$ cat src/rtl/rice_core_pkg.sv
// rtl/rice_core_pkg.sv - shared core pipeline types and constants.
`ifndef RICE_CORE_PKG_TYPES_GUARD
`define RICE_CORE_PKG_TYPES_GUARD
`define RICE_CORE_DEFINE_TYPES(xlen) \
    typedef logic [(xlen)-1:0] rice_core_pc; \
    typedef logic [31:0] rice_core_inst; \
    typedef struct packed { \
        logic          valid; \
        rice_core_pc   pc; \
        rice_core_inst inst; \
    } rice_core_if_result;
`endif

package rice_core_pkg;
    localparam int RICE_CORE_XLEN       = 32;
    localparam int RICE_CORE_INST_BYTES = 4;
    `RICE_CORE_DEFINE_TYPES(RICE_CORE_XLEN)
endpackage

$ cat src/rtl/rice_core_pipeline_if.sv
// rtl/rice_core_pipeline_if.sv - IF-stage view of the core pipeline control bundle.
interface rice_core_pipeline_if;
    import rice_core_pkg::*;

    logic               stall;
    logic               flush;
    rice_core_pc        flush_pc;
    rice_core_if_result if_result;

    modport if_stage (input stall, input flush, input flush_pc, output if_result);
    modport id_stage (output stall, output flush, output flush_pc, input if_result);
endinterface

$ cat src/rtl/rice_core_fetch_queue.sv
// rtl/rice_core_fetch_queue.sv - synchronous prefetch FIFO of {pc, inst}; clear beats push.
module rice_core_fetch_queue #(
    parameter int DEPTH = 2,
    parameter int WIDTH = 64
) (
    input  logic                       i_clk,
    input  logic                       i_rst_n,
    input  logic                       i_push,
    input  logic                       i_pop,
    input  logic                       i_clear,
    input  logic [WIDTH-1:0]           i_wdata,
    output logic [WIDTH-1:0]           o_rdata,
    output logic [$clog2(DEPTH+1)-1:0] o_count,
    output logic                       o_empty,
    output logic                       o_full
);
    localparam int PTR_W = (DEPTH > 1) ? $clog2(DEPTH) : 1;
    localparam int CNT_W = $clog2(DEPTH+1);
    typedef logic [PTR_W-1:0] ptr_t;

    logic [WIDTH-1:0] mem_q [DEPTH];
    logic [WIDTH-1:0] mem_d [DEPTH];
    ptr_t             wr_ptr_q, wr_ptr_d;
    ptr_t             rd_ptr_q, rd_ptr_d;
    logic [CNT_W-1:0] count_q, count_d;
    logic             do_push, do_pop;

    function automatic ptr_t ptr_next(ptr_t p);
        return (p == ptr_t'(DEPTH-1)) ? '0 : p + ptr_t'(1);
    endfunction

    assign o_rdata = mem_q[rd_ptr_q];
    assign o_count = count_q;
    assign o_empty = (count_q == '0);
    assign o_full  = (count_q == CNT_W'(DEPTH));

    always_comb begin
        do_push  = i_push && !i_clear;
        do_pop   = i_pop && !o_empty && !i_clear;
        mem_d    = mem_q;
        wr_ptr_d = wr_ptr_q;
        rd_ptr_d = rd_ptr_q;
        count_d  = count_q + CNT_W'(do_push) - CNT_W'(do_pop);
        if (do_push) begin
            mem_d[wr_ptr_q] = i_wdata;
            wr_ptr_d        = ptr_next(wr_ptr_q);
        end
        if (do_pop) begin
            rd_ptr_d = ptr_next(rd_ptr_q);
        end
        if (i_clear) begin
            wr_ptr_d = '0;
            rd_ptr_d = '0;
            count_d  = '0;
        end
    end

    // Storage needs no reset: nothing is read before it has been written.
    always_ff @(posedge i_clk) begin
        mem_q <= mem_d;
    end

    always_ff @(posedge i_clk or negedge i_rst_n) begin
        if (!i_rst_n) begin
            wr_ptr_q <= '0;
            rd_ptr_q <= '0;
            count_q  <= '0;
        end else begin
            wr_ptr_q <= wr_ptr_d;
            rd_ptr_q <= rd_ptr_d;
            count_q  <= count_d;
        end
    end

    assert property (@(posedge i_clk) disable iff (!i_rst_n)
        !(i_push && !i_clear && o_full && !i_pop));
endmodule

$ cat src/rtl/rice_core_fetch_stage.sv
// rtl/rice_core_fetch_stage.sv - instruction fetch stage: credit-limited in-order requests,
// prefetch queue, registered {valid, pc, inst} to ID, flush with in-flight response discard.
module rice_core_fetch_stage
    import rice_core_pkg::*;
#(
    parameter int              XLEN            = RICE_CORE_XLEN,
    parameter logic [XLEN-1:0] RESET_PC        = '0,
    parameter int              QUEUE_DEPTH     = 2,
    parameter int              MAX_OUTSTANDING = 2
) (
    input  logic               i_clk,
    input  logic               i_rst_n,
    output logic               o_inst_request_valid,
    input  logic               i_inst_request_ready,
    output logic [XLEN-1:0]    o_inst_request_address,
    input  logic               i_inst_response_valid,
    input  logic [31:0]        i_inst_response_data,
    input  logic               i_stall,
    input  logic               i_flush,
    input  logic [XLEN-1:0]    i_flush_pc,
    output rice_core_if_result o_if_result
);
    localparam int CNT_W   = $clog2(MAX_OUTSTANDING+1);
    localparam int QCNT_W  = $clog2(QUEUE_DEPTH+1);
    localparam int SUM_W   = ((CNT_W > QCNT_W) ? CNT_W : QCNT_W) + 1;
    localparam int ENTRY_W = XLEN + 32;
    typedef logic [CNT_W-1:0] cnt_t;

    rice_core_pipeline_if pipe_if ();

    logic [XLEN-1:0]    fetch_pc_q, fetch_pc_d;
    logic [XLEN-1:0]    resp_pc_q, resp_pc_d;
    cnt_t               outstanding_q, outstanding_d;
    cnt_t               discard_q, discard_d;
    logic               run_q, run_d;
    rice_core_if_result if_result_q, if_result_d;

    logic [XLEN-1:0]    flush_target;
    logic [SUM_W-1:0]   in_flight;
    logic               req_valid, req_fire, resp_live, out_load;
    logic               q_push, q_pop, q_empty, q_full;
    logic [QCNT_W-1:0]  q_count;
    logic [ENTRY_W-1:0] q_rdata, q_wdata;

    assign pipe_if.stall    = i_stall;
    assign pipe_if.flush    = i_flush;
    assign pipe_if.flush_pc = i_flush_pc;
    assign pipe_if.if_result = if_result_q;
    assign o_if_result      = pipe_if.if_result;

    assign o_inst_request_valid   = req_valid;
    assign o_inst_request_address = fetch_pc_q;

    rice_core_fetch_queue #(
        .DEPTH (QUEUE_DEPTH),
        .WIDTH (ENTRY_W)
    ) u_queue (
        .i_clk   (i_clk),
        .i_rst_n (i_rst_n),
        .i_push  (q_push),
        .i_pop   (q_pop),
        .i_clear (pipe_if.flush),
        .i_wdata (q_wdata),
        .o_rdata (q_rdata),
        .o_count (q_count),
        .o_empty (q_empty),
        .o_full  (q_full)
    );

    always_comb begin
        flush_target = pipe_if.flush_pc & ~XLEN'(3);
        in_flight    = SUM_W'(outstanding_q) + SUM_W'(q_count);
        // Requests depend only on state and flush, never on the response bus.
        req_valid = run_q && !pipe_if.flush
                    && (outstanding_q < cnt_t'(MAX_OUTSTANDING))
                    && (in_flight < SUM_W'(QUEUE_DEPTH));
        req_fire  = req_valid && i_inst_request_ready;
        resp_live = i_inst_response_valid && (discard_q == '0) && !pipe_if.flush;
        out_load  = !pipe_if.stall || !if_result_q.valid;
        q_pop     = out_load && !q_empty && !pipe_if.flush;
        q_push    = resp_live && !(out_load && q_empty);
        q_wdata   = {resp_pc_q, i_inst_response_data};

        run_d         = 1'b1;
        outstanding_d = outstanding_q + cnt_t'(req_fire) - cnt_t'(i_inst_response_valid);
        fetch_pc_d    = req_fire ? fetch_pc_q + XLEN'(RICE_CORE_INST_BYTES) : fetch_pc_q;
        resp_pc_d     = resp_live ? resp_pc_q + XLEN'(RICE_CORE_INST_BYTES) : resp_pc_q;
        discard_d     = (i_inst_response_valid && discard_q != '0) ? discard_q - cnt_t'(1)
                                                                   : discard_q;
        if_result_d   = if_result_q;

        if (pipe_if.flush) begin
            fetch_pc_d        = flush_target;
            resp_pc_d         = flush_target;
            discard_d         = outstanding_d;
            if_result_d.valid = 1'b0;
        end else if (out_load) begin
            if (!q_empty) begin
                if_result_d.valid = 1'b1;
                {if_result_d.pc, if_result_d.inst} = q_rdata;
            end else if (resp_live) begin
                if_result_d.valid = 1'b1;
                if_result_d.pc    = resp_pc_q;
                if_result_d.inst  = i_inst_response_data;
            end else begin
                if_result_d.valid = 1'b0;
            end
        end
    end

    always_ff @(posedge i_clk or negedge i_rst_n) begin
        if (!i_rst_n) begin
            fetch_pc_q    <= RESET_PC;
            resp_pc_q     <= RESET_PC;
            outstanding_q <= '0;
            discard_q     <= '0;
            run_q         <= 1'b0;
            if_result_q   <= '0;
        end else begin
            fetch_pc_q    <= fetch_pc_d;
            resp_pc_q     <= resp_pc_d;
            outstanding_q <= outstanding_d;
            discard_q     <= discard_d;
            run_q         <= run_d;
            if_result_q   <= if_result_d;
        end
    end

    assert property (@(posedge i_clk) disable iff (!i_rst_n)
        i_inst_response_valid |-> (outstanding_q != '0));
    assert property (@(posedge i_clk) disable iff (!i_rst_n)
        discard_q <= outstanding_q);
    assert property (@(posedge i_clk) disable iff (!i_rst_n)
        q_push |-> (!q_full || q_pop));
endmodule
$ cat config.mk
export PLATFORM = sky130hd
export DESIGN_NAME = rice_core_fetch_stage
export DESIGN_NICKNAME = d
export VERILOG_FILES = /design/src/rtl/rice_core_pkg.sv /design/src/rtl/rice_core_pipeline_if.sv /design/src/rtl/rice_core_fetch_queue.sv /design/src/rtl/rice_core_fetch_stage.sv
export SDC_FILE = /design/constraint.sdc
export NUM_CORES = 1
export LEC_CHECK = 0
export ABC_AREA = 1
export BUFFER_PORTS_ARGS = -buffer_cell sky130_fd_sc_hd__buf_4
export CAP_MARGIN = 20
export CORE_ASPECT_RATIO = 1.25
export CORE_MARGIN = 4
export CORE_UTILIZATION = 54
export CTS_BUF_LIST = sky130_fd_sc_hd__clkbuf_2 sky130_fd_sc_hd__clkbuf_4 sky130_fd_sc_hd__clkbuf_8
export DETAILED_ROUTE_END_ITERATION = 6
export PLACE_DENSITY_LB_ADDON = 0.08
export SYNTH_ARGS = -nofsm -noshare
export SYNTH_HDL_FRONTEND = slang
export SYNTH_HIERARCHICAL = 1
export SYNTH_SLANG_ARGS = --single-unit
$ cat constraint.sdc
create_clock -name i_clk -period 4.7 [get_ports i_clk]
set_clock_uncertainty 0.1 [all_clocks]
set_input_delay 0.705 -clock i_clk [delete_from_list [all_inputs] [get_ports i_clk]]
set_output_delay 0.705 -clock i_clk [all_outputs]
set_load 0.05 [all_outputs]
# Word-level counts from Yosys, hierarchy flattened
# Cells that the tools add are included.
[totals]
register_bits = 266
input_bits = 70
out_inout_bits = 98
wordCells = 87
[classes]
n_addsub = 10
order_cmp = 5
eq_ne = 1
mux = 24
bitwise_logic = 3
reduce_logical = 31
[ops]
columns = ["cell", "n"]
rows = [
  ["two-way mux 64 bit", 5],
  ["two-way mux 65 bit", 2],
  ["bitwise mux 128 bit", 1],
  ["two-way mux 32 bit", 4],
  ["adder 32 x 3 -> 32 bit (second input constant)", 2],
  ["demux 64 bit (select 1 bit)", 1],
  ["logical AND 1 bit", 15],
  ["nonzero test 2 bit", 7],
  ["two-way mux 1 bit", 8],
  ["two-way mux 2 bit", 3],
  ["zero test 1 bit", 5],
  ["adder 2 x 1 -> 2 bit", 2],
  [">= comparator 2 bit (second input constant)", 2],
  ["zero test 2 bit", 2],
  ["inverter 1 -> 2 bit", 2],
  ["subtractor 2 x 1 -> 2 bit", 2],
  ["adder 2 x 2 -> 3 bit", 1],
  ["less-than comparator 3 x 2 -> 1 bit (second input constant)", 1],
  ["AND reduction 3 bit", 1],
  ["adder 1 bit (second input constant)", 2],
  ["less-than comparator 2 x 1 -> 1 bit (second input constant)", 1],
  ["less-than comparator 2 bit (second input constant)", 1],
  ["!= test 2 bit (second input constant)", 1],
  ["subtractor 2 x 1 -> 2 bit (second input constant)", 1],
  ["other kinds (2)", 2],
]

# Logic depth before layout (Yosys ltp)
# Gate-level depths: netlist of the first run.
[depth]
depth_word = 9
ltp_mapped = 14
mapped_depth_nobuf = 14

# Hierarchy
# The synthesis of the first run kept the hierarchy.
[by_module_without_submodules]
columns = ["mod", "n_inst", "cells_per_inst", "area_per_inst_um2", "seq_area_each_um2"]
rows = [
  ["rice_core_fetch_stage", 1, 1093, 7574.8, 3253.1],
  ["rice_core_fetch_queue", 1, 368, 4897.2, 3943.8],
]

# Worst setup path before layout of the first run
# No wires, ideal clock.
[synth_timing]
path_kind = "input to register"
start = "input i_flush"
end = "register u_queue/mem_q[100] (netlist bit) (enable)"
setup_ps = 487
arrival_ps = 4259
t_required_ps = 4113
slack_ps = -146
stages = 6
path_buffers = 2
cell_sequence = "buf_4 clkbuf_1 nor2_1 a21boi_0 nand2_2 nor2_1"
[synth_between]
elab_chain_len = 4
[synth_lines]
columns = ["item", "line", "rtl"]
rows = [
  ["start, declared", "rice_core_fetch_stage.sv:19", "input logic i_flush,"],
  ["zero test 1 bit", "rice_core_fetch_stage.sv:78", "resp_live = i_inst_response_valid && (discard_q == '0) && !pipe_if.flush;"],
  ["logical AND 1 bit", "rice_core_fetch_stage.sv:78", ""],
  ["logical AND 1 bit", "rice_core_fetch_stage.sv:81", "q_push = resp_live && !(out_load && q_empty);"],
  ["via q_push", "rice_core_fetch_stage.sv:41", "logic q_push, q_pop, q_empty, q_full;"],
  ["logical AND 1 bit", "rice_core_fetch_queue.sv:38", "do_push = i_push && !i_clear;"],
  ["end signal, assigned", "rice_core_fetch_queue.sv:60", "mem_q <= mem_d;"],
  ["end, declared", "rice_core_fetch_queue.sv:21", "logic [WIDTH-1:0] mem_q [DEPTH];"],
]
# The timed path passes the listed nets, and every way through them passes these cells.
# A chain may end at the register's enable or synchronous reset.

# Final worst setup path of the first run
[layout_timing]
start = "register discard_q[0]"
end = "register u_queue/mem_q[65] (netlist bit) (enable)"
[layout_between]
elab_chain_len = 5
[layout_lines]
columns = ["item", "line", "rtl"]
rows = [
  ["start, declared", "rice_core_fetch_stage.sv:34", "cnt_t discard_q, discard_d;"],
  ["start signal, assigned", "rice_core_fetch_stage.sv:123", "discard_q <= discard_d;"],
  ["zero test 2 bit", "rice_core_fetch_stage.sv:78", ""],
  ["logical AND 1 bit (2 in series)", "rice_core_fetch_stage.sv:78", ""],
  ["logical AND 1 bit", "rice_core_fetch_stage.sv:81", ""],
  ["via q_push", "rice_core_fetch_stage.sv:41", ""],
  ["logical AND 1 bit", "rice_core_fetch_queue.sv:38", ""],
]
# The timed path passes the listed nets, and every way through them passes these cells.

==> results.toml, run 1 <==
[status]
outcome = "finished with violations"
violations = "DRC"

[setup_path]
cp_slowest_cell = "nor2_4"
path_class = "reg2reg"
regToRegStartpoint = "discard_q[0]"
crit_start = "discard_q[0]"
endpoint_kind = "register"
required_ns = 4.79
slowest_delay_ns = 0.43
cp_num_buf_inv = 2
critPathTopFamily = "simple AND/OR/NAND/NOR gates"
path_cells = "inv_1 -> ha_1 -> nand2_1 -> nor2_1 -> a21boi_0 -> nand2_2 -> nor2_4 -> buf_4"
cp.arrival_ns = 3.06
worst_r2r_path_depth = 8
critPathLaunchType = "register"
cp_num_cells = 8
cp_max_fo = 22

[clocking]
ctsResizeCount = 0
cts_max_level = 2
cts_tree = "done"
path_clk_slew_ns = 0.06
post_cts_buffers = 0
insertion_delay_ns = 0.53
cts_buffer_depth = 3
cts_buffers = 42
clock-sinks = 262
clock_tree.root_cell = "clkbuf_8"
hold_buffers = 0

[placed_design]
port_buffers = 163
dp.cells = 1862
gp_congestion = 0.925
dp.final_hpwl_um = 20200
dpl_cell_area_um2 = 13900

[timing]
period_share = 0.632
hold_violations = 0
slew_violations = 0
setup_viol = 0
max_freq_ghz = 0.337
slew_headroom = 0.337
fin_tns_setup_ns = 0
tightestPinTransition_ns = 0.994
period_needed_ns = 2.97
rsz0062_at_grt = "no"
holdWs_ns = 0.146

[layout]
layout_common_cells = "nand2_1, buf_4, dfrtp_1"
final_common_cell = "nand2_1"
drive_above_1_share = 0.169
stdcell_count = 1940
syn_to_final_growth_pct = 18.3
fin_area_um2 = 14700
final_nets = 1701
diodes = 0

[floorplan]
initial_core_util = 0.554
die-height_um = 178
rows = 61
die_area_um2 = 25600
fp.dieW_um = 144
core_area_um2 = 22500
io_pins = 168

[global_route]
grt_antenna_before_repair = 0
grt_usage = 0.238
grt-ovfl-total = 0
grt_pass1_wl_um = 48700
grt_max_degree = 110
grt_pass1_vias = 9710

[yosys]
syn-instance-count = 1460
ys_warn_count = 6
synthesis.area_um2 = 12500
avgSynthCellArea_um2 = 8.54

[routing]
drtPass1Iterations = 7
wirelength_um = 30100
routed_via_density = 5.18
ant_nets = 0
drt_iter0_markers = 709
wl_per_cell_um = 15.5
drc = 3
dr_total_vias = 10049

[power]
vdd_drop_max_mv = 0.215
power_density_nw_per_um2 = 507
p_leak_nw = 6.99

[flow_run]
cap_viol_max_count = 0

[worst_hold_path]
hold_class = "in2async"
[final timing paths]
check | to | slack [ns]
max | u_queue/mem_q[65] | 1.73
min | o_if_result[36] | 0.15
max reg2reg | u_queue/mem_q[65] | 1.73
min reg2reg | o_if_result[6] | 0.38
max in group asynchronous | resp_pc_q[26] | 3.42
min in group i_clk | u_queue/mem_q[28] | 0.28
[final cells by class]
| type | count | area, um^2 |
|---|---|---|
| clock buffers | 72 | 841 |
| fillers | 1850 | 7770 |
| inverters | 137 | 517 |
| well taps | 283 | 354 |
| clock inverters | 6 | 25.0 |
| flip-flops and latches | 262 | 7200 |
| repair buffers | 175 | 1340 |
| multi-input cells | 1005 | 4470 |
[per-stage QoR]
step / setup slack, ns / power [W] / utilization
6_report: 1.73 / 0.00748 / 0.655
5_1_grt: 1.49 / 0.00787 / 0.655
4_1_cts: 1.72 / 0.00755 / 0.655
3_5_place_dp: 1.57 / 0.00557 / 0.617
3_3_place_gp: 1.65 / 0.00552 / 0.617
2_1_floorplan: 0.923 / 0.00474 / -
[sequential cells by signal (all words and copies together), names as in the netlist]
signal	flops
u_queue/rd_ptr_q	1
resp_pc_q	30
u_queue/o_count	2
o_inst_request_address	30
outstanding_q	2
run_q	1
u_queue/mem_q	128
u_queue/wr_ptr_q	1
discard_q	2
o_if_result	65
[report_power, final]
| group | leakage, nW | total (W) | internal (W) | switching, W |
|---|---|---|---|---|
| logic | 3.73 | 0.00242 | 0.000695 | 0.00172 |
| registers | 2.79 | 0.00310 | 0.00280 | 0.000305 |
| clock network | 0.470 | 0.00197 | 0.00112 | 0.000845 |
[per-layer routing]
layer | vias to the layer above | GRT usage | part of all wire
li1 | 5056 | - | -
met4 | 0 | 0.0801 | 0.028
met3 | 57 | 0.0353 | 0.061
met2 | 332 | 0.398 | 0.48
met5 | - | 0 | 0
met1 | 4604 | 0.318 | 0.43
[worst register-to-register path: cells and delay by family, from the launching register on]
| family | cells | cell delay (ns) |
|---|---|---|
| fa+ha+maj | 1 | 0.18 |
| buf+inv | 2 | 0.51 |
| flops | 1 | 0.36 |
| simple gates | 4 | 1.14 |
| compound gates | 1 | 0.34 |
Note: power is estimated with default switching activity, not from simulation.
==> run 2: changes to the inputs <==
--- a/config.mk
+++ b/config.mk
@@ -10,7 +10,7 @@
 export CAP_MARGIN = 20
 export CORE_ASPECT_RATIO = 1.25
 export CORE_MARGIN = 4
-export CORE_UTILIZATION = 54
+export CORE_UTILIZATION = 55
 export CTS_BUF_LIST = sky130_fd_sc_hd__clkbuf_2 sky130_fd_sc_hd__clkbuf_4 sky130_fd_sc_hd__clkbuf_8
 export DETAILED_ROUTE_END_ITERATION = 6
 export PLACE_DENSITY_LB_ADDON = 0.08
==> constraint.sdc (replaced) <==
create_clock -name i_clk -period 2.8 [get_ports i_clk]
set_clock_uncertainty 0.1 [all_clocks]
set_input_delay 0.42 -clock i_clk [delete_from_list [all_inputs] [get_ports i_clk]]
set_output_delay 0.42 -clock i_clk [all_outputs]
set_load 0.05 [all_outputs]
==> results.toml, run 2 (synthesized netlist as in run 1, its figures left out) <==
[setup_path]
critPathLaunchType = "register"
crit_start = "u_queue/o_count[0]"
cp_max_fo = 4
path_class = "reg2reg"
regToRegStartpoint = "u_queue/o_count[0]"
cp_slowest_cell = "fa_1"
slowest_delay_ns = 0.43
endpoint_kind = "register"
required_ns = 3.14
path_cells = "nand2_1 -> inv_1 -> fa_1 -> nor2_1 -> nand3_2 -> inv_2 -> nand2_2 -> ha_1 -> inv_1 -> ha_1 -> xnor2_1 -> xnor2_1 -> nor2_1 -> a21oi_1"
worstSetupEndpoint = "discard_q[1]"
cp.arrival_ns = 2.90
worst_r2r_path_depth = 14
ff2ff_setup_slack_ns = 0.24
r2r_end = "discard_q[1]"

[placed_design]
dp.final_hpwl_um = 20700
dpl_cell_area_um2 = 14000
dp.cells = 1870
port_buffers = 163
gp_congestion = 0.902

[power]
power_density_nw_per_um2 = 835
p_leak_nw = 7.20
vdd_drop_max_mv = 0.706

[floorplan]
core_area_um2 = 22300
initial_core_util = 0.559
die-height_um = 176
rows = 61
fp.dieW_um = 143
io_pins = 168
die_area_um2 = 25200

[routing]
ant_nets = 0
routed_via_density = 5.20
drt_iter0_markers = 554
wirelength_um = 30400
drtPass1Iterations = 5
dr_total_vias = 10311
drc = 0
wl_per_cell_um = 15.3

[layout]
stdcell_count = 1982
layout_common_cells = "nand2_1, buf_4, dfrtp_1"
diodes = 0
largest_reg_flops = 128
syn_to_final_growth_pct = 22.2
final_common_cell = "nand2_1"
drive_above_1_share = 0.168
top_register = "u_queue/mem_q"
fin_area_um2 = 15200
final_nets = 1743

[timing]
hold_violations = 0
fin_tns_setup_ns = 0
tightestPinTransition_ns = 0.798
setup_viol = 0
slew_headroom = 0.468
rsz0062_at_grt = "no"
period_needed_ns = 2.56
period_share = 0.913
slew_violations = 0
max_freq_ghz = 0.391

[clocking]
cts_max_level = 2
clock-sinks = 262
cts_buffer_depth = 3
insertion_delay_ns = 0.54
hold_buffers = 33
cts_tree = "done"
cts_buffers = 43
clock_tree.root_cell = "clkbuf_8"
path_clk_slew_ns = 0.06
ctsResizeCount = 0
post_cts_buffers = 0

[worst_hold_path]
whs_path_depth = 3
hold_class = "in2reg"
min_from = "i_flush_pc[20]"

[global_route]
grt-ovfl-total = 0
grt_antenna_before_repair = 0
grt_pass1_wl_um = 49700
grt_max_degree = 87
grt_pass1_vias = 10246
grt_usage = 0.244

[flow_run]
cap_viol_max_count = 0

[status]
outcome = "finished clean"
run 2: changes by cell type in the layout (fill, tap and decap cells not counted):
cell	delta
dlygate4sd3_1	+33
clkbuf_4	-16
clkinv_2	+7
buf_12	+5
clkbuf_8	+5
clkinv_1	+4
buf_4	+3
bufinv_16	+1
run 2: routing by layer:
metal,track usage,share of wire,up-vias,routed length [um]
met3,0.0406,0.062,87,1880
met2,0.407,0.48,341,14600
met1,0.316,0.42,4734,12700
met4,0.105,0.039,0,1180
li1,-,-,5149,-
met5,0,0,-,0
run 2: cell type report:
| cell class | count | area [um^2] |
|---|---|---|
| clock inverter | 18 | 105 |
| sequential | 262 | 7200 |
| clock buffer | 61 | 790 |
| fill | 1861 | 7060 |
| tap | 283 | 354 |
| inverter | 137 | 517 |
| multi-input combinational | 1005 | 4470 |
| timing repair buffer | 216 | 1800 |
run 2: report_power, final:
part | internal, W | switching, W | total (W)
logic | 0.00122 | 0.00290 | 0.00411
clock network | 0.00191 | 0.00148 | 0.00339
registers | 0.00469 | 0.000526 | 0.00522
total | 0.00782 | 0.00490 | 0.0127
run 2: stage by stage:
stage	utilization	worst slack, ns	hold slack (ns)	power (W)
floorplan	-	-0.692	0.0244	0.00796
global placement	0.628	0.309	0.341	0.00929
detailed placement	0.628	0.243	0.349	0.00937
CTS	0.683	0.220	0.00737	0.0128
global route	0.683	0.0613	0.0353	0.0134
finish	0.683	0.243	0.0317	0.0127
run 2: critical path, delay by kind of cell, from the launching register on:
| family | cells | cell delay [ns] |
|---|---|---|
| adders and majority gates | 3 | 0.88 |
| and+or+nand+nor | 5 | 0.46 |
| DFF | 1 | 0.40 |
| xor gates and xnor gates | 2 | 0.36 |
| buffers and inverters | 3 | 0.15 |
| AOI/OAI and AO/OA | 1 | 0.12 |
run 2: worst min path at each step:
stage | end
after global placement | o_if_result[25]
after floorplan | discard_q[0]
final | o_inst_request_address[20]
after CTS | o_inst_request_address[24]
after detailed placement | o_if_result[24]
after global routing | o_inst_request_address[21]
==> run 3: changes to the inputs <==
--- a/config.mk
+++ b/config.mk
@@ -9,7 +9,7 @@
 export BUFFER_PORTS_ARGS = -buffer_cell sky130_fd_sc_hd__buf_4
 export CAP_MARGIN = 20
 export CORE_ASPECT_RATIO = 1.25
-export CORE_MARGIN = 4
+export CORE_MARGIN = 10
 export CORE_UTILIZATION = 55
 export CTS_BUF_LIST = sky130_fd_sc_hd__clkbuf_2 sky130_fd_sc_hd__clkbuf_4 sky130_fd_sc_hd__clkbuf_8
 export DETAILED_ROUTE_END_ITERATION = 6
==> constraint.sdc (replaced) <==
create_clock -name i_clk -period 2.68 [get_ports i_clk]
set_clock_uncertainty 0.1 [all_clocks]
set_input_delay 0.402 -clock i_clk [delete_from_list [all_inputs] [get_ports i_clk]]
set_output_delay 0.402 -clock i_clk [all_outputs]
set_load 0.05 [all_outputs]
==> results.toml, run 3 (synthesized netlist as in run 1, its figures left out) <==
[timing]
setup_viol = 0
holdWs_ns = 0.0122
tightestPinTransition_ns = 0.523
slew_headroom = 0.651
slew_violations = 0
hold_violations = 0
fin_tns_setup_ns = 0
max_freq_ghz = 0.395
period_share = 0.945
period_needed_ns = 2.53

[flow_run]
cap_viol_max_count = 0

[routing]
drt_iter0_markers = 714
route.met2.wl_um = 15600
dr_total_vias = 10303
routed_via_density = 5.19
wl_met1_um = 13700
wirelength_um = 32200
top_layer = "met4"
drtPass1Iterations = 5
ant_nets = 0
dr_wl_met3_um = 1990
wl_per_cell_um = 16.2
drc = 0

[global_route]
grt_pass1_wl_um = 52200
grt-ovfl-total = 0
grt_max_degree = 128
grt_antenna_before_repair = 0
grt_usage = 0.216
grt_pass1_vias = 10214

[power]
p_leak_nw = 7.23
power_density_nw_per_um2 = 871
vdd_drop_max_mv = 0.735

[setup_path]
critPathLaunchType = "register"
cp.arrival_ns = 2.03
required_ns = 2.18
path_class = "reg2out"
cp_max_fo = 2
endpoint_kind = "output pin"

[clocking]
cts_buffers = 41
cts_max_level = 2
cts_tree = "done"
clock_tree.root_cell = "clkbuf_8"
cts_buffer_depth = 3
path_clk_slew_ns = 0.06
clock-sinks = 262
insertion_delay_ns = 0.55

[floorplan]
io_pins = 168
fp.dieW_um = 155
die_area_um2 = 29100
rows = 61
initial_core_util = 0.559
core_area_um2 = 22300
die-height_um = 188

[layout]
largest_reg_flops = 128
final_common_cell = "nand2_1"
diodes = 0
top_register = "u_queue/mem_q"
seq_area_um2 = 7200
num-fill-cells = 1899
stdcell_count = 1986
drive_above_1_share = 0.174
final_nets = 1749
syn_to_final_growth_pct = 22.8
final_util = 0.687
layout_common_cells = "nand2_1, buf_4, dfrtp_1"
multiInputGateArea_um2 = 4490

[status]
outcome = "finished clean"

[placed_design]
gp_congestion = 0.906
port_buffers = 163
dp.cells = 1871
dp.final_hpwl_um = 21900

[worst_hold_path]
hold_class = "in2reg"
-- run 3: timing repair --
action	CTS	global route
endpoints found under the setup margin	0	2
gates resized for setup	0	3
buffers inserted	0	4
endpoints found under the hold margin	180	0
hold buffers	36	0
-- run 3: layout make-up --
class	count	area share
inverters	137	0.0338
clock buffers	62	0.0500
repair buffers	224	0.123
multi-input cells	1005	0.293
flip-flops and latches	262	0.470
well taps	283	0.0231
clock inverters	13	0.00654
-- run 3: layer usage --
metal | vias to the layer above | GRT usage
li1 | 5152 | -
met1 | 4737 | 0.270
met2 | 359 | 0.369
met3 | 55 | 0.0410
met4 | 0 | 0.0695
met5 | - | 0
-- run 3: final timing paths --
path / cells after the start / start / end / slack (ns)
worst max register to register: 14 / u_queue/o_count[0] / discard_q[1] / 0.16
max in group asynchronous: 3 / i_rst_n / resp_pc_q[24] / 1.69
worst min-delay path: 3 / i_flush_pc[28] / o_inst_request_address[28] / 0.01
min in group asynchronous: 2 / i_rst_n / o_if_result[21] / 0.19
worst max-delay path: 7 / u_queue/o_count[0] / o_inst_request_valid / 0.15
worst min register to register: 2 / o_if_result[57] / o_if_result[57] / 0.38
-- run 3: through the flow --
stage / power [W] / worst slack [ns] / area [um^2]
after detailed placement: 0.00983 / 0.113 / 14000
final: 0.0133 / 0.148 / 15300
after floorplan: 0.00832 / 0.0102 / 12500
after global placement: 0.00975 / 0.202 / 14000
after CTS: 0.0134 / 0.0942 / 15300
after global routing: 0.0140 / -0.0260 / 15300
-- run 3: worst max-delay path: stages (launching register included) --
cell and delay, ns:
dfrtp_1 0.39, nand2_1 0.07, inv_1 0.06, fa_1 0.48
nor2_2 0.10, nand3_2 0.09, inv_2 0.09, buf_4 0.20
-- run 3: where the power goes --
part           switching, W  leakage, nW  internal, W
sequential         0.000549         2.79      0.00490
clock               0.00157        0.463      0.00194
combinational       0.00307         3.98      0.00130
